## config.mk

```make
export PLATFORM = sky130hd
export DESIGN_NAME = load_scheduler_flat
export DESIGN_NICKNAME = d
export VERILOG_FILES = /design/src/rtl/load_scheduler_if.sv /design/src/rtl/load_scheduler.sv /design/src/flat_wrapper.sv
export SDC_FILE = /design/constraint.sdc
export NUM_CORES = 1
export LEC_CHECK = 0
export CORE_MARGIN = 2
export CORE_UTILIZATION = 60
export CTS_CLUSTER_DIAMETER = 30
export DETAILED_ROUTE_END_ITERATION = 12
export PLACE_DENSITY = 0.81
export SYNTH_ARGS = -nofsm -noshare
export SYNTH_HDL_FRONTEND = slang
export SYNTH_SLANG_ARGS = --single-unit
```

## constraint.sdc

```tcl
create_clock -name clk -period 13.6 [get_ports clk]
set_input_delay 4.08 -clock clk [delete_from_list [all_inputs] [get_ports clk]]
set_output_delay 4.08 -clock clk [all_outputs]
set_load 0.005 [all_outputs]
```

## src/rtl/load_scheduler_if.sv

```systemverilog
//------------------------------------------------------------------------------
// Module      : load_scheduler_if
// Description : Request/grant bundle between a load controller and the
//               load_scheduler.
// Revision    : 1.0 - initial release
//------------------------------------------------------------------------------
`default_nettype none

interface load_scheduler_if;
  logic [3:0] req;
  logic       fire;
  logic [3:0] grant;
  logic [2:0] busy_cnt;
  logic       wait_flag;
  logic       emerg;

  modport master (
    output req,
    output fire,
    input  grant,
    input  busy_cnt,
    input  wait_flag,
    input  emerg
  );

  modport slave (
    input  req,
    input  fire,
    output grant,
    output busy_cnt,
    output wait_flag,
    output emerg
  );
endinterface

`default_nettype wire

```

## src/rtl/load_scheduler.sv

```systemverilog
//------------------------------------------------------------------------------
// Module      : load_scheduler
// Description : Round-robin scheduler for four loads (heat, cool, pump,
//               sprinkler) with a concurrency limit, run-time budget,
//               heat/cool exclusion and a fire emergency override.
//               Define LOAD_SCHEDULER_FIRE_EN to enable the fire override.
// Revision    : 1.0 - initial release
//------------------------------------------------------------------------------
`default_nettype none

module load_scheduler #(
  parameter int MAX_ON  = 2,
  parameter int MAX_RUN = 16
) (
  input  wire logic          clk,
  input  wire logic          reset,
  load_scheduler_if.slave    bus
);

  localparam logic [2:0] C_MAX_ON  = 3'(MAX_ON);
  localparam logic [4:0] C_MAX_RUN = 5'(MAX_RUN);
  localparam logic [3:0] C_EMERG_GRANT = 4'b1000;

  typedef enum logic [0:0] {
    ST_RUN   = 1'b0,
    ST_EMERG = 1'b1
  } state_t;

  state_t      r_state;
  state_t      w_state_nxt;
  logic [3:0]  r_grant;
  logic [3:0]  w_grant_nxt;
  logic [1:0]  r_rr_ptr;
  logic [1:0]  w_rr_ptr_nxt;
  logic [4:0]  r_run_cnt [4];
  logic [4:0]  w_run_cnt_nxt [4];
  logic [2:0]  r_busy_cnt;
  logic [2:0]  w_busy_nxt;
  logic        r_wait_flag;
  logic        w_wait_nxt;
  logic        r_emerg;
  logic        w_fire;

  logic [3:0]  w_waiting;
  logic [3:0]  w_force;
  logic [3:0]  w_keep;
  logic [3:0]  w_scan;
  logic [1:0]  w_scan_last;
  logic        w_scan_any;

`ifdef LOAD_SCHEDULER_FIRE_EN
  assign w_fire = bus.fire;
`else
  logic unused_fire;
  assign unused_fire = bus.fire;
  assign w_fire      = 1'b0;
`endif

  function automatic logic [2:0] popcount4(input logic [3:0] v);
    popcount4 = 3'(v[0]) + 3'(v[1]) + 3'(v[2]) + 3'(v[3]);
  endfunction

  assign w_waiting = bus.req & ~r_grant;

  // A load at its budget yields only when some other load is actually waiting.
  always_comb begin
    w_force = 4'b0000;
    for (int i = 0; i < 4; i++) begin
      w_force[i] = r_grant[i] && (r_run_cnt[i] == C_MAX_RUN) &&
                   |(w_waiting & ~(4'b0001 << i));
    end
  end

  assign w_keep = r_grant & bus.req & ~w_force;

  // Released loads still have r_grant set, so w_waiting already excludes them.
  always_comb begin
    logic [2:0] slots;
    logic       heat_held;
    logic       cool_held;
    logic [1:0] idx;
    w_scan      = w_keep;
    w_scan_last = r_rr_ptr;
    w_scan_any  = 1'b0;
    slots       = C_MAX_ON - popcount4(w_keep);
    heat_held   = w_keep[0];
    cool_held   = w_keep[1];
    for (int k = 0; k < 4; k++) begin
      idx = r_rr_ptr + 2'(k);
      if ((slots != 3'd0) && w_waiting[idx] &&
          !((idx == 2'd0) && cool_held) && !((idx == 2'd1) && heat_held)) begin
        w_scan[idx] = 1'b1;
        slots       = slots - 3'd1;
        w_scan_last = idx;
        w_scan_any  = 1'b1;
        if (idx == 2'd0) heat_held = 1'b1;
        if (idx == 2'd1) cool_held = 1'b1;
      end
    end
  end

  always_comb begin
    w_state_nxt  = r_state;
    w_grant_nxt  = r_grant;
    w_rr_ptr_nxt = r_rr_ptr;
    case (r_state)
      ST_RUN: begin
        if (w_fire) begin
          w_state_nxt = ST_EMERG;
          w_grant_nxt = C_EMERG_GRANT;
        end else begin
          w_grant_nxt = w_scan;
          if (w_scan_any) w_rr_ptr_nxt = w_scan_last + 2'd1;
        end
      end
      ST_EMERG: begin
        if (w_fire) begin
          w_grant_nxt = C_EMERG_GRANT;
        end else begin
          w_state_nxt = ST_RUN;
          w_grant_nxt = 4'b0000;
        end
      end
      default: begin
        w_state_nxt = ST_RUN;
        w_grant_nxt = 4'b0000;
      end
    endcase

    for (int i = 0; i < 4; i++) begin
      if ((w_state_nxt == ST_EMERG) || !w_grant_nxt[i]) begin
        w_run_cnt_nxt[i] = 5'd0;
      end else if (!r_grant[i]) begin
        w_run_cnt_nxt[i] = 5'd1;
      end else if (r_run_cnt[i] >= C_MAX_RUN) begin
        w_run_cnt_nxt[i] = C_MAX_RUN;
      end else begin
        w_run_cnt_nxt[i] = r_run_cnt[i] + 5'd1;
      end
    end

    w_busy_nxt = popcount4(w_grant_nxt);
    w_wait_nxt = |(bus.req & ~w_grant_nxt);
  end

  always_ff @(posedge clk) begin
    if (reset) begin
      r_state     <= ST_RUN;
      r_grant     <= 4'b0000;
      r_rr_ptr    <= 2'd0;
      r_busy_cnt  <= 3'd0;
      r_wait_flag <= 1'b0;
      r_emerg     <= 1'b0;
      for (int i = 0; i < 4; i++) r_run_cnt[i] <= 5'd0;
    end else begin
      r_state     <= w_state_nxt;
      r_grant     <= w_grant_nxt;
      r_rr_ptr    <= w_rr_ptr_nxt;
      r_busy_cnt  <= w_busy_nxt;
      r_wait_flag <= w_wait_nxt;
      r_emerg     <= (w_state_nxt == ST_EMERG);
      for (int i = 0; i < 4; i++) r_run_cnt[i] <= w_run_cnt_nxt[i];
    end
  end

  assign bus.grant     = r_grant;
  assign bus.busy_cnt  = r_busy_cnt;
  assign bus.wait_flag = r_wait_flag;
  assign bus.emerg     = r_emerg;

endmodule

`default_nettype wire

```

## src/flat_wrapper.sv

```systemverilog
// flat-port wrapper written by rule: the top's interface ports become plain ports
module load_scheduler_flat 
#(
  parameter int MAX_ON  = 2,
  parameter int MAX_RUN = 16
)
  (clk, reset, bus_req, bus_fire, bus_grant, bus_busy_cnt, bus_wait_flag, bus_emerg);
  load_scheduler_if bus_i ();
  input  wire logic clk;
  input  wire logic reset;
  input wire logic [$bits(bus_i.req)-1:0] bus_req;
  input wire logic [$bits(bus_i.fire)-1:0] bus_fire;
  output wire logic [$bits(bus_i.grant)-1:0] bus_grant;
  output wire logic [$bits(bus_i.busy_cnt)-1:0] bus_busy_cnt;
  output wire logic [$bits(bus_i.wait_flag)-1:0] bus_wait_flag;
  output wire logic [$bits(bus_i.emerg)-1:0] bus_emerg;
  assign bus_i.req = bus_req;
  assign bus_i.fire = bus_fire;
  assign bus_grant = bus_i.grant;
  assign bus_busy_cnt = bus_i.busy_cnt;
  assign bus_wait_flag = bus_i.wait_flag;
  assign bus_emerg = bus_i.emerg;
  load_scheduler #(.MAX_ON(MAX_ON), .MAX_RUN(MAX_RUN)) u_core (.clk(clk), .reset(reset), .bus(bus_i));
endmodule
```

==> flow_metrics.py, run 1 <==
metrics = {
    "status": {
        "status": "finished clean",
    },
    "cts": {
        "cts_root_buf": "clkbuf_8",
        "clk_pin_slew_ns": 0.06,
        "cts.sinks": 30,
        "cts_tree": "done",
        "insertion_delay_ns": 0.29,
        "postCtsHoldBufs": 0,
        "htreeDepth": 2,
        "cts_setup_buffers": 0,
        "cts_resized": 0,
        "clockBufferDepth": 2,
        "cts_made_buffers": 5,
    },
    "critical_path": {
        "start_kind": "input pin",
        "slowest_delay_ns": 0.55,
        "critical_path.max_fanout": 12,
        "reg2regPathDepth": 38,
        "critPathTopFamily": "adder cells",
        "timing.rr.end": "u_core.bus.busy_cnt[1]",
        "rr_startpoint": "u_core.r_run_cnt[1][0]",
        "crit_start": "bus_req[3]",
        "slowest_stage": "clkdlybuf4s50_1",
        "critPathKind": "input pin to flip-flop",
        "critPathBufInv": 8,
        "required_ns": 13.76,
        "path_common_cell": "ha_1",
        "crit_arrival_ns": 12.97,
        "cp.depth": 38,
        "cp-endpoint": "u_core.bus.busy_cnt[1]",
        "reg2reg_slack_ns": 4.77,
        "endpoint_kind": "flip-flop",
    },
    "routing": {
        "drt_iter0_drc": 190,
        "post_drt_wl_per_cell_um": 16.41,
        "dr.pass1.iters": 4,
        "wl_um": 5693,
        "viasPerCell": 6.228,
        "ant_nets": 0,
        "num_vias": 2161,
        "drc_errors": 0,
    },
    "yosys": {
        "synth_area_leaders": "dfxtp_1 24%, ha_1 12%, nor2_1 4.7%",
        "syn_inst": 282,
        "syn_nets": 314,
        "synth.most_common_cell": "nor2_1",
        "ys_types": 67,
        "syn_area_per_cell_um2": 8.785,
        "synth_seq_cells": 30,
        "synth_top_area_share": 0.2424,
        "synth_top_area_cell": "dfxtp_1",
        "synth_edf_count": 0,
        "async_reset_ff_frac": 0,
        "syn_area_um2": 2477,
        "synth_common_cells": "31 x nor2_1, 30 x dfxtp_1, 29 x inv_1",
        "ys_warn_count": 0,
        "ys_seq_area_frac": 0.2424,
        "synthFlopType": "dfxtp_1",
    },
    "pwr": {
        "swShare": 0.4939,
        "pwr-share-seq": 0.172,
        "p_clk_frac": 0.102,
        "ir_drop_mv": 0.1503,
        "p_int_w": 0.0003620,
        "power_density_nw_per_um2": 262.1,
        "cellLeakagePower_nw": 1.054,
        "combPwrFrac": 0.725,
        "switchingPower_w": 0.0003533,
    },
    "sta": {
        "tightest_slew_ns": 0.5590,
        "fin_skew_ns": 0.003553,
        "fmax_ghz": 0.07806,
        "period_needed_ns": 12.81,
        "relSlewSlack": 0.6220,
        "fin_ws_ns": 0.7898,
        "fin_tns_setup_ns": 0,
        "timing.final.hold_violations": 0,
        "period_share": 0.9419,
        "slew_viol_final": 0,
        "grt_setup_unrepaired": "false",
        "report.final.setup_viol": 0,
    },
    "global_route": {
        "antenna_found_initial": 0,
        "track_usage": 0.2661,
        "overflow": 0,
        "grt_pass1_wl_um": 9087,
        "grt_pass1_vias": 1947,
        "grt_max_degree": 16,
    },
    "placed_design": {
        "gp_congestion": 0.9388,
        "detailed_place_hpwl_um": 4434,
        "port-buffer-count": 13,
        "post-place-ws_ns": 0.6083,
    },
    "final_layout": {
        "drive_gt1_frac": 0.1178,
        "nets": 328,
        "fillCellCount": 326,
        "synthToLayoutAreaGrowth_pct": 10.15,
        "insertedDiodeCount": 0,
    },
    "floorplan": {
        "die_area_um2": 4659,
        "pin_count": 16,
        "die_h_um": 68.26,
        "initial_utilization": 0.6193,
        "core_area_um2": 4000,
        "std_cell_rows": 23,
        "die_x_um": 68.26,
    },
    "min_path": {
        "hold_class": "flip-flop to flip-flop",
        "hold_start": "u_core.r_run_cnt[1][3]",
    },
    "job": {
        "drv_cap": 0,
    },
}
how the worst min path moves through the flow:
stage	cells past startpoint	endpoint
4_1_cts	2	u_core.r_run_cnt[1][3]
2_1_floorplan	1	u_core.r_run_cnt[3][1]
5_1_grt	2	u_core.r_run_cnt[1][3]
3_3_place_gp	2	u_core.r_run_cnt[1][3]
6_report	2	u_core.r_run_cnt[1][3]
3_5_place_dp	2	u_core.r_run_cnt[1][3]
worst register-to-register path, delay by kind of cell, from the launching register on:
family,cells,cell delay (ns)
compound gates,7,1.88
fa+ha+maj,13,3.23
buf+inv,7,0.49
flops,1,0.33
simple gates,11,2.79
kinds of logic (layout without fill, tap and decap cells):
logic type                 after synthesis  count (layout)  synth area share
AOI/OAI and AO/OA                       64              64            0.2162
muxes                                    2               2           0.01818
other                                    1               1          0.001514
and+or+nand+nor                        111             111            0.2823
adders and majority gates               25              25            0.1323
DFF                                     30              30            0.2424
xor gates and xnor gates                10              10           0.03535
buffers and inverters                   39              54           0.07172
cells in the final DEF (no fill, tap or decap), types with 3 or more instances in the layout:
cell type,n
nor2_1,31
dfxtp_1,30
inv_1,29
ha_1,23
clkdlybuf4s50_1,13
nand3_1,12
nand2_1,11
o21ai_0,8
a21oi_1,8
nor2b_1,6
a31oi_1,6
clkbuf_8,6
o2111ai_1,5
xor2_1,5
xnor2_1,5
or4bb_1,4
a41oi_2,4
o31ai_1,4
nor3_1,4
a21o_1,4
buf_4,4
nor4_1,3
and2_1,3
and3_1,3
o21a_1,3
metal layers:
metal	global-route usage	vias up	routed length, um
met2	0.4357	55	2700
met4	0.1275	0	180
met1	0.3327	1025	2569
li1	-	1065	-
met3	0.05428	16	243
met5	0	-	0
area by class of cell:
type	count	area, um^2	area share
clock buffers	7	86.33	0.03164
clock inverters	1	5.005	0.001834
inverters	29	108.9	0.03989
multi-input cells	213	1705	0.6249
flip-flops and latches	30	600.6	0.2201
well taps	50	62.56	0.02293
repair buffers	17	160.2	0.05869
registers in the layout, indices dropped and copies added, names as in the netlist:
name and cells:
u_core.r_run_cnt 20, u_core.bus.grant 4, u_core.bus.busy_cnt 3, u_core.r_rr_ptr 2
u_core.bus.wait_flag 1
per-stage QoR:
| stage | util | hold slack, ns | std cells | instance area, um^2 | total power [W] |
|---|---|---|---|---|---|
| 2_1_floorplan | - | 0.4781 | 282 | 2477 | 0.0005211 |
| 3_3_place_gp | 0.6594 | 0.5184 | 339 | 2638 | 0.0006244 |
| 3_5_place_dp | 0.6594 | 0.5310 | 339 | 2638 | 0.0006337 |
| 4_1_cts | 0.6822 | 0.5463 | 347 | 2729 | 0.0007120 |
| 5_1_grt | 0.6822 | 0.5565 | 347 | 2729 | 0.0007796 |
| 6_report | 0.6822 | 0.5434 | 347 | 2729 | 0.0007153 |
power groups by stage:
stage,Sequential [W],Clock [W],Combinational (W)
floorplan,0.000116,0,0.000405
CTS,0.000123,0.0000748,0.000514
finish,0.000123,0.0000733,0.000519
global route,0.000125,0.0000778,0.000576
detailed placement,0.000124,0,0.000510
global placement,0.000124,0,0.000501
Power figures use the tool's default switching activity.
==> run 2, diff against run 1 <==
--- a/config.mk
+++ b/config.mk
@@ -5,6 +5,8 @@
 export SDC_FILE = /design/constraint.sdc
 export NUM_CORES = 1
 export LEC_CHECK = 0
+export ABC_AREA = 0
+export CORE_ASPECT_RATIO = 0.7
 export CORE_MARGIN = 2
 export CORE_UTILIZATION = 60
 export CTS_CLUSTER_DIAMETER = 30
==> run 2 against run 1 <==
  * Die area rose by 0.18%
  * Power grew 4.7%
  * Cell area grew 0.73%
  * Wire length increased by 6.1%
  * Via count grew 0.69%
  * Critical path depth rose by 1
  * Maximum frequency up 0.93%
  * First-iteration DRC count down 22%
  * Utilization rose by 1.4 points
  * Clock skew grew 0.0031 ns
  * Sequential share of layout area down 0.16 points
==> flow_metrics.py, run 2 (synthesis results as in run 1) <==
metrics = {
    "sta": {
        "tightest_slew_ns": 0.6857,
        "report.final.setup_viol": 0,
        "grt_setup_unrepaired": "false",
        "relSlewSlack": 0.5369,
        "fin_tns_setup_ns": 0,
        "fmax_ghz": 0.07879,
        "fin_skew_ns": 0.006645,
        "period_needed_ns": 12.69,
        "timing.final.hold_violations": 0,
        "slew_viol_final": 0,
        "period_share": 0.9333,
    },
    "floorplan": {
        "core_area_um2": 3946,
        "die_x_um": 80.80,
        "pin_count": 16,
        "initial_utilization": 0.6278,
        "die_h_um": 57.76,
        "std_cell_rows": 19,
        "die_area_um2": 4667,
    },
    "placed_design": {
        "port-buffer-count": 13,
        "gp_congestion": 1.000,
        "dp_cells": 341,
        "detailed_place_hpwl_um": 4501,
    },
    "global_route": {
        "track_usage": 0.2825,
        "overflow": 0,
        "grt_pass1_vias": 2049,
        "antenna_found_initial": 0,
        "grt_pass1_wl_um": 9970,
        "grt_max_degree": 16,
    },
    "min_path": {
        "hold_start": "u_core.r_run_cnt[3][4]",
        "hold_class": "flip-flop to flip-flop",
        "hold_depth": 1,
        "hold_end": "u_core.r_run_cnt[3][1]",
    },
    "pwr": {
        "cellLeakagePower_nw": 1.064,
        "combPwrFrac": 0.718,
        "switchingPower_w": 0.0003670,
        "power_density_nw_per_um2": 272.4,
        "p_clk_frac": 0.116,
        "pwr-share-seq": 0.165,
        "swShare": 0.4901,
        "ir_drop_mv": 0.1964,
        "p_int_w": 0.0003818,
    },
    "cts": {
        "cts.sinks": 30,
        "cts_root_buf": "clkbuf_8",
        "cts_made_buffers": 5,
        "htreeDepth": 2,
        "cts_setup_buffers": 0,
        "insertion_delay_ns": 0.28,
        "cts_resized": 0,
        "clockBufferDepth": 2,
        "cts_tree": "done",
        "postCtsHoldBufs": 0,
        "clk_pin_slew_ns": 0.07,
    },
    "critical_path": {
        "endpoint_kind": "flip-flop",
        "crit_arrival_ns": 12.85,
        "path_common_cell": "ha_1",
        "reg2reg_slack_ns": 4.90,
        "slowest_stage": "clkdlybuf4s50_1",
        "rr_startpoint": "u_core.r_run_cnt[1][0]",
        "required_ns": 13.76,
        "start_kind": "input pin",
        "slowest_delay_ns": 0.56,
        "critical_path.max_fanout": 11,
        "reg2regPathDepth": 39,
        "critPathKind": "input pin to flip-flop",
        "timing.rr.end": "u_core.bus.busy_cnt[1]",
    },
    "routing": {
        "drc_errors": 0,
        "met2_length_um": 2473,
        "top_layer_used": "met4",
        "drt_iter0_drc": 148,
        "wl_met3_um": 688,
        "viasPerCell": 6.235,
        "met1_length_um": 2766,
        "ant_nets": 0,
        "wl_um": 6038,
        "dr.pass1.iters": 4,
        "post_drt_wl_per_cell_um": 17.30,
        "num_vias": 2176,
    },
    "final_layout": {
        "final_common_cell": "nor2_1",
        "largest_reg_flops": 20,
        "drive_gt1_frac": 0.1212,
        "finish.utilization": 0.6966,
        "nets": 328,
        "mostFrequentLayoutCells": "31 x nor2_1, 30 x dfxtp_1, 29 x inv_1, 23 x ha_1, 13 x clkdlybuf4s50_1",
        "synthToLayoutAreaGrowth_pct": 10.96,
        "largest-register": "u_core.r_run_cnt",
        "fin_cells": 349,
        "insertedDiodeCount": 0,
    },
    "status": {
        "status": "finished clean",
    },
    "job": {
        "drv_cap": 0,
    },
}
run 2: cell count changes in the layout (fill, tap and decap cells not counted):
cell,delta
bufinv_16,+1
clkinv_2,+1
clkbuf_8,-1
clkbuf_1,-1
run 2: layout make-up:
type	count	area (um^2)
sequential	30	600.6
multi-input combinational	213	1705
timing repair buffer	17	160.2
inverter	29	108.9
fill	331	1197
clock buffer	5	68.82
clock inverter	3	40.04
tap	52	65.06
run 2: worst max-delay path by stage:
stage                          start                      to  slack (ns)  cells past startpoint
after CTS                 bus_req[2]  u_core.bus.busy_cnt[1]        1.05                     39
after floorplan           bus_req[3]  u_core.bus.busy_cnt[1]        2.46                     37
after detailed placement  bus_req[2]  u_core.bus.busy_cnt[1]        0.83                     39
after global placement    bus_req[2]  u_core.bus.busy_cnt[1]        0.89                     39
after global routing      bus_req[2]  u_core.bus.busy_cnt[1]        0.31                     39
final                     bus_req[2]  u_core.bus.busy_cnt[1]        0.91                     39
run 2: routing by layer:
| layer | GRT usage | vias to the layer above |
|---|---|---|
| li1 | - | 1067 |
| met1 | 0.4014 | 1000 |
| met2 | 0.3943 | 97 |
| met3 | 0.1153 | 12 |
| met4 | 0.07990 | 0 |
| met5 | 0 | - |
run 2: through the flow:
stage	hold slack (ns)	area, um^2	power, W	worst slack [ns]
after floorplan	0.4781	2477	0.0005211	2.460
after global placement	0.5198	2640	0.0006340	0.8868
after CTS	0.5304	2749	0.0007376	1.053
after detailed placement	0.5258	2640	0.0006441	0.8294
final	0.5232	2749	0.0007487	0.9074
after global routing	0.5838	2749	0.0008139	0.3055
run 2: critical path: cells and delay by family:
family	cells	cell delay, ns
AND/OR/NAND/NOR	10	2.40
buffers and inverters	9	1.34
adder cells (fa/ha/maj)	12	3.03
AO/OA/AOI/OAI	8	1.99
run 2: power by group through the flow:
stage	Clock (W)	Combinational, W	Sequential (W)
2_1_floorplan	0	0.000405	0.000116
3_3_place_gp	0	0.000510	0.000124
3_5_place_dp	0	0.000519	0.000125
4_1_cts	0.0000883	0.000526	0.000124
5_1_grt	0.0000940	0.000593	0.000127
6_report	0.0000872	0.000538	0.000124
==> run 3, diff against run 2 <==
==> constraint.sdc (replaced) <==
create_clock -name clk -period 13.6 [get_ports clk]
set_input_delay 4.08 -clock clk [delete_from_list [all_inputs] [get_ports clk]]
set_output_delay 4.08 -clock clk [all_outputs]
set_load 0.02 [all_outputs]
==> results of run 3 <==
Same layout as run 2 (identical final DEF). Status: finished clean.
Main changes from that run: total power 0.0007487 W -> 0.0007574 W; worst IR drop on VDD 0.1964 mV -> 0.1965 mV
